File: config.mk
export PLATFORM = sky130hd
export DESIGN_NAME = instr_fetcher
export DESIGN_NICKNAME = d
export VERILOG_FILES = /design/src/rtl/instr_fetcher.sv
export SDC_FILE = /design/constraint.sdc
export NUM_CORES = 1
export LEC_CHECK = 0
export CAP_MARGIN = 30
export CORE_MARGIN = 4
export CORE_UTILIZATION = 60
export CTS_BUF_LIST = sky130_fd_sc_hd__clkbuf_4 sky130_fd_sc_hd__clkbuf_8
export DETAILED_ROUTE_END_ITERATION = 10
export DONT_BUFFER_PORTS = 1
export GPL_TIMING_DRIVEN = 0
export PLACE_DENSITY = 0.76
export SLEW_MARGIN = 20
export SYNTH_ARGS = -nofsm -noshare
export SYNTH_HDL_FRONTEND = slang
export SYNTH_SLANG_ARGS = --single-unit
File: constraint.sdc
create_clock -name CLK -period 6.2 [get_ports CLK]
set_clock_uncertainty 0.15 [all_clocks]
set_input_delay 0.62 -clock CLK [delete_from_list [all_inputs] [get_ports CLK]]
set_output_delay 0.62 -clock CLK [all_outputs]
set_load 0.05 [all_outputs]
File: src/rtl/instr_fetcher.sv
// Instruction fetch front end: owns the PC, keeps up to two memory requests in flight and
// buffers up to two returned instructions for the decoder, dropping responses from a stale path.
module instr_fetcher #(
  parameter logic [31:0] RESET_PC = 32'h0
) (
  input  logic        CLK,
  input  logic        RST,
  input  logic        REDIRECT_VALID,
  input  logic [31:0] REDIRECT_PC,
  output logic        IMEM_REQ,
  output logic [31:0] IMEM_ADDR,
  input  logic        IMEM_GNT,
  input  logic        IMEM_RVALID,
  input  logic [31:0] IMEM_RDATA,
  output logic        INSTR_VALID,
  input  logic        INSTR_READY,
  output logic [31:0] INSTR,
  output logic [31:0] INSTR_PC
);

  logic [31:0] pc;
  logic [31:0] addr_q [2];
  logic [1:0]  inflight;
  logic [1:0]  kill;
  logic [1:0]  fifo_count;
  logic [31:0] fifo_instr [2];
  logic [31:0] fifo_pc [2];

  logic        credit_ok;
  logic        grant;
  logic        resp;
  logic        discard;
  logic        push;
  logic        pop;
  logic        aq_wr;
  logic        fifo_wr;
  logic [1:0]  inflight_nxt;
  logic [1:0]  kill_nxt;
  logic [1:0]  count_nxt;

  // Every buffered or outstanding instruction holds one of two credits.
  assign credit_ok   = ({1'b0, inflight} + {1'b0, fifo_count}) < 3'd2;
  assign IMEM_REQ    = !RST && !REDIRECT_VALID && credit_ok;
  assign IMEM_ADDR   = pc;
  assign INSTR_VALID = !RST && !REDIRECT_VALID && (fifo_count != 2'd0);
  assign INSTR       = fifo_instr[0];
  assign INSTR_PC    = fifo_pc[0];

  // A response with nothing outstanding is a protocol error and is dropped silently.
  assign grant   = IMEM_REQ && IMEM_GNT;
  assign resp    = IMEM_RVALID && (inflight != 2'd0);
  assign discard = (kill != 2'd0) || REDIRECT_VALID;
  assign push    = resp && !discard;
  assign pop     = INSTR_VALID && INSTR_READY;

  // Both queues shift toward slot 0, so the write slot is the occupancy left after a pop.
  assign aq_wr   = resp ? (inflight == 2'd2) : (inflight == 2'd1);
  assign fifo_wr = pop ? (fifo_count == 2'd2) : (fifo_count == 2'd1);

  always_comb begin
    inflight_nxt = inflight;
    kill_nxt     = kill;
    count_nxt    = fifo_count;
    if (grant && !resp) begin
      inflight_nxt = inflight + 2'd1;
    end else if (!grant && resp) begin
      inflight_nxt = inflight - 2'd1;
    end
    // On a redirect everything still outstanding after this cycle belongs to the old path.
    if (REDIRECT_VALID) begin
      kill_nxt = inflight - {1'b0, resp};
    end else if (resp && (kill != 2'd0)) begin
      kill_nxt = kill - 2'd1;
    end
    if (REDIRECT_VALID) begin
      count_nxt = 2'd0;
    end else if (push && !pop) begin
      count_nxt = fifo_count + 2'd1;
    end else if (!push && pop) begin
      count_nxt = fifo_count - 2'd1;
    end
  end

  always_ff @(posedge CLK) begin
    if (RST) begin
      pc            <= RESET_PC;
      inflight      <= 2'd0;
      kill          <= 2'd0;
      fifo_count    <= 2'd0;
      addr_q[0]     <= 32'h0;
      addr_q[1]     <= 32'h0;
      fifo_instr[0] <= 32'h0;
      fifo_instr[1] <= 32'h0;
      fifo_pc[0]    <= 32'h0;
      fifo_pc[1]    <= 32'h0;
    end else begin
      if (REDIRECT_VALID) begin
        pc <= REDIRECT_PC;
      end else if (grant) begin
        pc <= pc + 32'd1;
      end
      inflight   <= inflight_nxt;
      kill       <= kill_nxt;
      fifo_count <= count_nxt;
      if (resp) begin
        addr_q[0] <= addr_q[1];
      end
      if (grant) begin
        addr_q[aq_wr] <= pc;
      end
      if (pop) begin
        fifo_instr[0] <= fifo_instr[1];
        fifo_pc[0]    <= fifo_pc[1];
      end
      if (push) begin
        fifo_instr[fifo_wr] <= IMEM_RDATA;
        fifo_pc[fifo_wr]    <= addr_q[0];
      end
    end
  end

endmodule
==> run metrics, run 1 <==
capture instance of the worst register-to-register path addr_q[1][3]; post-route antenna net violation count 0; fraction of the cycle the final worst path needs 62.32%; per-instance average area after synthesis 11.06 um2; die area 19,360 um2; post-synthesis net count 1,015; total global routing track utilization 23.96%; number of synthesized register bits 230; Slew Viols, Final 0; height of the chip 139.1 um; data arrival time of the critical path 3.93 ns; total of endpoints with negative setup slack in the final report 0; worst max-slew margin expressed relative to the limit 42.56%; final hold violations 0; sequential cell area fraction in the yosys report 63.26%; type of destination of the critical path flop; CP max FO 20; relative area change from synthesis to final layout 10.96%; synthesis warning total 0; core occupancy in the finished layout 68.54%; detailed router's first-iteration violation count 582; setup repair bufs after CTS 0; Hold Buf Count CTS 0; Layout Cell Area excl Fill 11,450 um2; maximum number of pins on one net before global-route repair 39; I/O pin total 168; vias after detailed routing 7,151; number of sinks on the clock net 230; total length of routed wires 23.57 mm; Congestion Overflow GR 0; first-pass GRT wire length 37.34 mm; post-placement cell area 10,710 um2; Final Critical Period 3.864 ns; share of async-settable or async-resettable flops after synthesis 0%; main flop type after synthesis edfxtp_1; post-CTS sizing 0; proportion of layout cells with a drive suffix above 1 10.29%; Final Non-Filler Cells 1,222; CP endpoint addr_q[1][3]; result of the run finished clean; number of instances in the placed design 1,158; row cnt 47; per-cell routed wire length 19.28 um; number of CTS-inserted buffers 38; placer's final routability congestion estimate 0.9067; clock root buffer master clkbuf_8; critical register-to-register path startpoint inflight[0]; core area 16,700 um2; leak pwr 4.204 nW; placed wire-length estimate 16.68 mm; effective utilization at floorplan 61.77%; number of enable-type register cells in the synthesized netlist 192; distinct cell type count after synthesis 50; PwrDens 334.8 nW/um2; critical path class reg2reg; insertion delay to the later sink of the worst-skew pair 0.52 ns; # port buffers 0; CP startpoint inflight[0]; setup slack on the worst flop-to-flop path 2.34 ns; Layout fillers 1,242; number of antenna violations at the first check in global routing 1; endpoint required time on the critical path 6.26 ns; TritonCTS clock tree yes; maximum buffer depth of the clock tree 3; upper clock frequency limit 258.8 MHz; clock transition at the registers of the reported paths 0.06 ns; fin nets 1,060; unrepaired setup endpoints after global routing false; nature of the critical path startpoint flop; number of global-route vias before repair 6,968; path type of the worst min-delay path in2reg; Slew @ Worst Pin 0.8377 ns; cells after synthesis 933; H-Tree Depth 2; largest vdd supply drop 0.0002545 V; average via count per standard cell 5.852; die outline width 139.1 um; Initial DRT Pass Iterations 5; netlist area before placement 10,320 um2; R2R depth 11; DRC violations left 0; max-cap violations 0
flip-flops by register name (all words and copies together), names as in the netlist:
name	count
fifo_pc	64
IMEM_ADDR	32
addr_q	64
fifo_instr	64
kill	2
fifo_count	2
inflight	2
per-layer routing:
metal | global-route usage, % | routed length [um] | part of all wire, %
met1 | 31.61 | 9439 | 40
met2 | 38.20 | 11130 | 47
met3 | 7.690 | 2562 | 11
met4 | 7.570 | 427 | 1.8
met5 | 0 | 7 | 0.030
cell usage after synthesis, types with 3 or more instances:
cell type  number  area [um2]
edfxtp_1      192        5766
a21oi_1        26       130.1
nor3_1         11       55.05
a32oi_1         6       52.55
nand2_1        82       307.8
ha_1           11       137.6
o22ai_1         5       31.28
a211oi_1        4       30.03
nor4_2          3       37.54
inv_1          78       292.8
or3_1           3       18.77
xor2_1         14       122.6
nand3_1        80       400.4
o311ai_0        3       26.28
dfxtp_1        38       760.7
a31oi_1        10       62.56
buf_1           3       11.26
a221oi_1        3       26.28
buf_2          21       105.1
clkbuf_1       32       120.1
and2_1         98       613.1
o21ai_0       109       545.5
nand4_1        17       106.4
and3_1         10       62.56
nor2_1         34       127.6
a22oi_1         3       22.52
power by group:
| group | internal (mW) | switching, mW | total [mW] |
|---|---|---|---|
| registers | 1.86 | 0.282 | 2.14 |
| logic | 0.121 | 0.279 | 0.401 |
| clock network | 0.727 | 0.565 | 1.29 |
worst min path at each step:
stage                          start               end  cells past startpoint
floorplan                inflight[0]       inflight[0]                      2
global placement    fifo_instr[1][9]  fifo_instr[0][9]                      2
detailed placement    fifo_pc[1][27]    fifo_pc[0][27]                      2
CTS                  REDIRECT_PC[19]     IMEM_ADDR[19]                      2
global route         REDIRECT_PC[10]     IMEM_ADDR[10]                      2
finish               REDIRECT_PC[19]     IMEM_ADDR[19]                      2
per-stage QoR:
step / hold WS [ns] / setup slack (ns) / setup TNS, ns / total power, mW
floorplan: 0.3544 / 0.7560 / 0 / 2.423
global placement: 0.3728 / -0.5856 / -18.66 / 2.536
detailed placement: 0.3778 / 2.414 / 0 / 2.571
CTS: 0.06097 / 2.391 / 0 / 3.862
global route: 0.08798 / 2.140 / 0 / 4.007
finish: 0.09133 / 2.336 / 0 / 3.832
cells in the final DEF (no fill, tap or decap), types with 32 or more instances in the layout:
cell type  Yosys  final
nor2_1        34     34
and2_1        98     98
o21ai_0      109    108
clkbuf_1      32     32
clkbuf_8       0     40
nand2_1       82     82
edfxtp_1     192    192
inv_1         78     78
nand3_1       80     79
dfxtp_1       38     38
layout make-up:
cell class	instances	area [um2]	area share, %
Antenna cell	1	2.502	0.02186
Clock inverter	15	123.9	1.082
Timing Repair Buffer	5	86.33	0.7542
Multi-Input combinational cell	563	3253	28.42
Clock buffer	48	610.6	5.334
Inverter	79	296.5	2.590
Tap cell	220	275.3	2.405
Sequential cell	230	6526	57.01
Buffer	61	272.8	2.383
critical path, cell delays in order, from the launching register on:
cell	delay [ns]
dfxtp_1	0.39
inv_1	0.11
nor2_1	0.13
fa_1	0.46
nor4_4	0.30
buf_4	0.26
buf_6	0.15
nand2_2	0.16
clkbuf_1	0.30
buf_1	0.38
o21ai_4	0.53
buf_16	0.22
kinds of logic (layout without fill, tap and decap cells):
family	after synthesis	after routing	synth area share (%)
AOI/OAI and AO/OA	175	175	9.460
DFF	230	230	63.26
adders and majority gates	12	12	1.528
and+or+nand+nor	356	356	18.46
other	0	1	0
xor gates and xnor gates	16	16	1.358
muxes	4	4	0.4124
buffers and inverters	140	208	5.518
Note: power is estimated with default switching activity, not from simulation.
==> inputs of run 2 (changes only) <==
clock period = 3.6 ns   (was 6.2 ns; I/O delays follow)
==> run 2 against run 1 <==
Effect of this change: setup slack got worse by 2.2 ns; via count increased by 3.5%; combinational power increased by 91%; power increased by 71%; register-to-register slack got worse by 2.2 ns; critical path depth decreased by 3; routed wire length increased by 1.7%; core utilization increased by 3.8 points; critical endpoint is now fifo_pc[1][10]; highest routed layer is now met4.
==> run metrics, run 2 (synthesis gave the netlist of run 1 again) <==
effective utilization at floorplan 61.77%; result of the run finished clean; # port buffers 0; DRC violations left 0; R2R depth 8; Initial DRT Pass Iterations 5; clock root buffer master clkbuf_8; fin nets 1,126; number of instances in the placed design 1,157; critical path class reg2reg; data arrival time of the critical path 3.51 ns; row cnt 47; maximum number of pins on one net before global-route repair 57; worst min-delay path endpoint fifo_instr[0][10]; Final TNS setup 0 ns; endpoint required time on the critical path 3.64 ns; unrepaired setup endpoints after global routing false; insertion delay to the later sink of the worst-skew pair 0.51 ns; worst hold path stage count 2; max-cap violations 0; maximum buffer depth of the clock tree 3; leak pwr 4.480 nW; fraction of the cycle the final worst path needs 96.34%; die area 19,360 um2; placed wire-length estimate 16.36 mm; detailed router's first-iteration violation count 732; type of destination of the critical path flop; number of antenna violations at the first check in global routing 0; relative area change from synthesis to final layout 17.08%; largest vdd supply drop 0.0003853 V; average via count per standard cell 5.744; leading cell types in the layout, fill and taps excluded 192 x edfxtp_1, 108 x o21ai_0, 98 x and2_1; total global routing track utilization 24.43%; core area 16,700 um2; smallest setup slack after layout 0.1317 ns; number of global-route vias before repair 7,123; height of the chip 139.1 um; core occupancy in the finished layout 72.32%; Congestion Overflow GR 0; placer's final routability congestion estimate 0.9175; Hold Worst Slack 0.03380 ns; H-Tree Depth 2; proportion of layout cells with a drive suffix above 1 10.01%; Final Non-Filler Cells 1,289; worst max-slew margin expressed relative to the limit 40.30%; leading registers by flop count addr_q x64, fifo_instr x64, fifo_pc x64; I/O pin total 168; start point of the worst hold path IMEM_RDATA[10]; Final Critical Period 3.468 ns; post-route antenna net violation count 0; path type of the worst min-delay path in2reg; per-cell routed wire length 18.60 um; total length of routed wires 23.97 mm; critical register-to-register path startpoint fifo_count[1]; PwrDens 542.4 nW/um2; final hold violations 0; first-pass GRT wire length 38.24 mm; die outline width 139.1 um; number of sinks on the clock net 230; TritonCTS clock tree yes; worst slack after detailed placement 0.02287 ns; total of endpoints with negative setup slack in the final report 0; CP max FO 56; nature of the critical path startpoint flop; Antenna Cells 0; vias after detailed routing 7,404; Slew Viols, Final 0; Slew @ Worst Pin 0.8873 ns; number of CTS-inserted buffers 37; capture instance of the worst register-to-register path fifo_pc[1][10]; most common cell after layout, fill and taps aside edfxtp_1; setup slack on the worst flop-to-flop path 0.13 ns; Layout fillers 1,195; clock transition at the registers of the reported paths 0.07 ns; upper clock frequency limit 288.3 MHz
[run 2: cell types whose count changed in the layout (fill, tap and decap cells not counted), moves of 2 or more]
cell           change
clkinvlp_4         -2
clkbuf_4           +4
bufinv_16          -2
dlygate4sd3_1     +65
clkinv_1           +2
[run 2: worst max-delay path, cell delays in order, from the launching register on]
cell	delay [ns]
dfxtp_1	0.40
inv_1	0.08
ha_1	0.23
nor4b_4	0.40
mux2i_1	0.17
nor4_1	0.75
buf_2	0.38
or2_4	0.26
buf_16	0.29
[run 2: cell type report]
type,count,area (um2),share of cell area [%]
inverter,79,296.5,2.455
clock inverter,13,56.30,0.4662
clock buffer,51,626.9,5.190
sequential,230,6526,54.04
multi-input combinational,563,3259,26.99
tap,220,275.3,2.279
buffer,61,274.0,2.269
timing repair buffer,72,763.2,6.319
[run 2: metrics by stage]
stage                     power (mW)  instance area (um2)
after global routing           6.835                12080
after floorplan                4.172                10330
final                          6.551                12080
after CTS                      6.556                12030
after detailed placement       4.411                10690
after global placement         4.367                10610
[run 2: layer usage]
metal  up-vias  GRT usage, %  part of all wire, %
met1      3414         32.70                   41
met2       385         38.63                   47
met4         0         8.548                  2.6
li1       3543             -                    -
met5         -             0                    0
met3        62         7.034                  9.4
[run 2: what timing repair did]
action	in CTS	in global routing
setup buffers	0	2
cloned	0	0
gates resized for setup	0	4
setup endpoints to repair	5	84
hold endpoints to repair	95	0
hold buffers	65	0
pin swaps	1	1
[run 2: power by group]
| group | internal (mW) | switching, mW | leakage (nW) |
|---|---|---|---|
| Clock | 1.12 | 0.978 | 0.364 |
| Sequential | 3.20 | 0.484 | 2.31 |
| Combinational | 0.264 | 0.503 | 1.81 |
| Total | 4.59 | 1.96 | 4.48 |
[run 2: worst max path at each step]
stage	startpoint	to	slack (ns)	cells past startpoint
floorplan	inflight[0]	addr_q[1][0]	0.04	8
global placement	inflight[0]	addr_q[1][4]	-0.72	8
detailed placement	fifo_count[0]	addr_q[1][7]	0.02	8
CTS	fifo_count[0]	addr_q[1][27]	0.01	8
global route	inflight[0]	addr_q[0][21]	0.04	9
finish	fifo_count[1]	fifo_pc[1][10]	0.13	8
==> RTL edit: new RTL, settings of run 1 <==
Make the reset (`RST`) asynchronous in one clocked block.
--- a/src/rtl/instr_fetcher.sv
+++ b/src/rtl/instr_fetcher.sv
@@ -82,5 +82,5 @@
   end
 
-  always_ff @(posedge CLK) begin
+  always_ff @(posedge CLK or posedge RST) begin
     if (RST) begin
       pc            <= RESET_PC;
Formal check against the unedited RTL: differs if RST is asserted again (counterexample within 4 cycles, from zero or initial values and one cycle with RST high); with RST held inactive, the same outputs for 4 cycles.
==> RTL edit against run 1 <==
Non-clock buffer count is 64 higher. First-iteration DRC count is 21% lower. Global-route usage is 0.89 points higher. Core utilization is 1.1 points higher. Synthesized area is 5.1% higher. Die area is 4.8% higher. Critical path depth is 1 higher. Final area is 6.3% higher. Sequential share of layout area is 9.7 points lower. Wire length is 5.7% higher. Sequential cell count stayed put. Setup slack better by 0.27 ns. Critical path type unchanged. Largest cell class unchanged.
Power is not compared: it rests on default switching activity, and its combinational part moved more than twofold at a synthesized area within 25%.
==> RTL edit: results (changes against run 1) <==
Run status
  – Status: completed (unchanged)

Place
  – GPL Wtd Cong: 0.887 (was 0.907)
  – Placement-stage cell area: 11,300 µm² (was 10,700 µm²)
  – Place WS: 2.68 ns (was 2.41 ns)

STA
  – Fmax: 278 MHz (was 259 MHz)
  – Fin Hold WS: 0.0472 ns (was 0.0913 ns)

Setup path
  – CP max stage delay: 0.58 ns (was 0.53 ns)
  – Worst path arrival time: 3.86 ns (was 3.93 ns)
  – Slowest CP cell: or4_4 (was o21ai_4)
  – Flop-to-flop setup slack: 2.60 ns (was 2.34 ns)
  – Top Family by Delay on Critical Path: simple AND/OR/NAND/NOR gates (was buffers and inverters)
  – R2R Path End: IMEM_ADDR[29]$_DFFE_PP0P_ (was addr_q[1][3]$_SDFFCE_PN0P_)

Synthesis
  – Asr flop ratio synth: 100% (was 0%)
  – Xor/xnor share of the synthesized area: 0.646% (was 1.36%)
  – Post-synthesis mux area share: 19.6% (was 0.412%)
  – Top post-synthesis cells by count: 230 x dfrtp_1, 117 x nor2_1, 106 x a21oi_1, 104 x mux2i_1, 79 x mux2_2 (was 192 x edfxtp_1, 109 x o21ai_0, 98 x and2_1, 82 x nand2_1, 80 x nand3_1)

Route
  – Wire length on met1: 10,500 µm (was 9440 µm)
  – DR WL met3: 2400 µm (was 2560 µm)
  – Top Metal Used: met4 (was met5)
  – Met2 Routed Length: 11,400 µm (was 11,100 µm)
  – 1st-iter DRT viols: 461 (was 582)

Cells and area
  – Net count, final: 1,102 (was 1,060)
  – Filler Cells Inserted: 1,320 (was 1,242)

Global routing
  – Vias in the first global route: 7,591 (was 6,968)
  – Antenna violations before repair: 0 (was 1)
  – Largest net degree at the start of global routing: 33 (was 39)

Hold path
  – HP Start: REDIRECT_PC[17] (was REDIRECT_PC[19])
RTL edit: power groups by stage:
stage | Clock [mW] | Sequential [mW] | Combinational, mW
detailed placement | 0 | 2.59 | 2.21
floorplan | 0 | 2.44 | 1.98
finish | 1.45 | 2.56 | 2.19
global route | 1.54 | 2.64 | 2.35
CTS | 1.47 | 2.56 | 2.21
global placement | 0 | 2.56 | 2.13
RTL edit: cell type report:
cell class	instances	area, µm²	share of cell area, %
Buffer	121	733	6.03
Clock buffer	63	779	6.41
Clock inverter	7	70.1	0.576
Inverter	17	67.6	0.555
Multi-Input combinational cell	603	4300	35.3
Sequential cell	230	5760	47.3
Tap cell	225	282	2.31
Timing Repair Buffer	9	178	1.46
RTL edit: per-layer routing:
metal	GRT usage [%]	up-vias
met5	0	-
met4	8.50	0
met3	7.80	58
met2	38.6	296
met1	33.4	3710
li1	-	3471
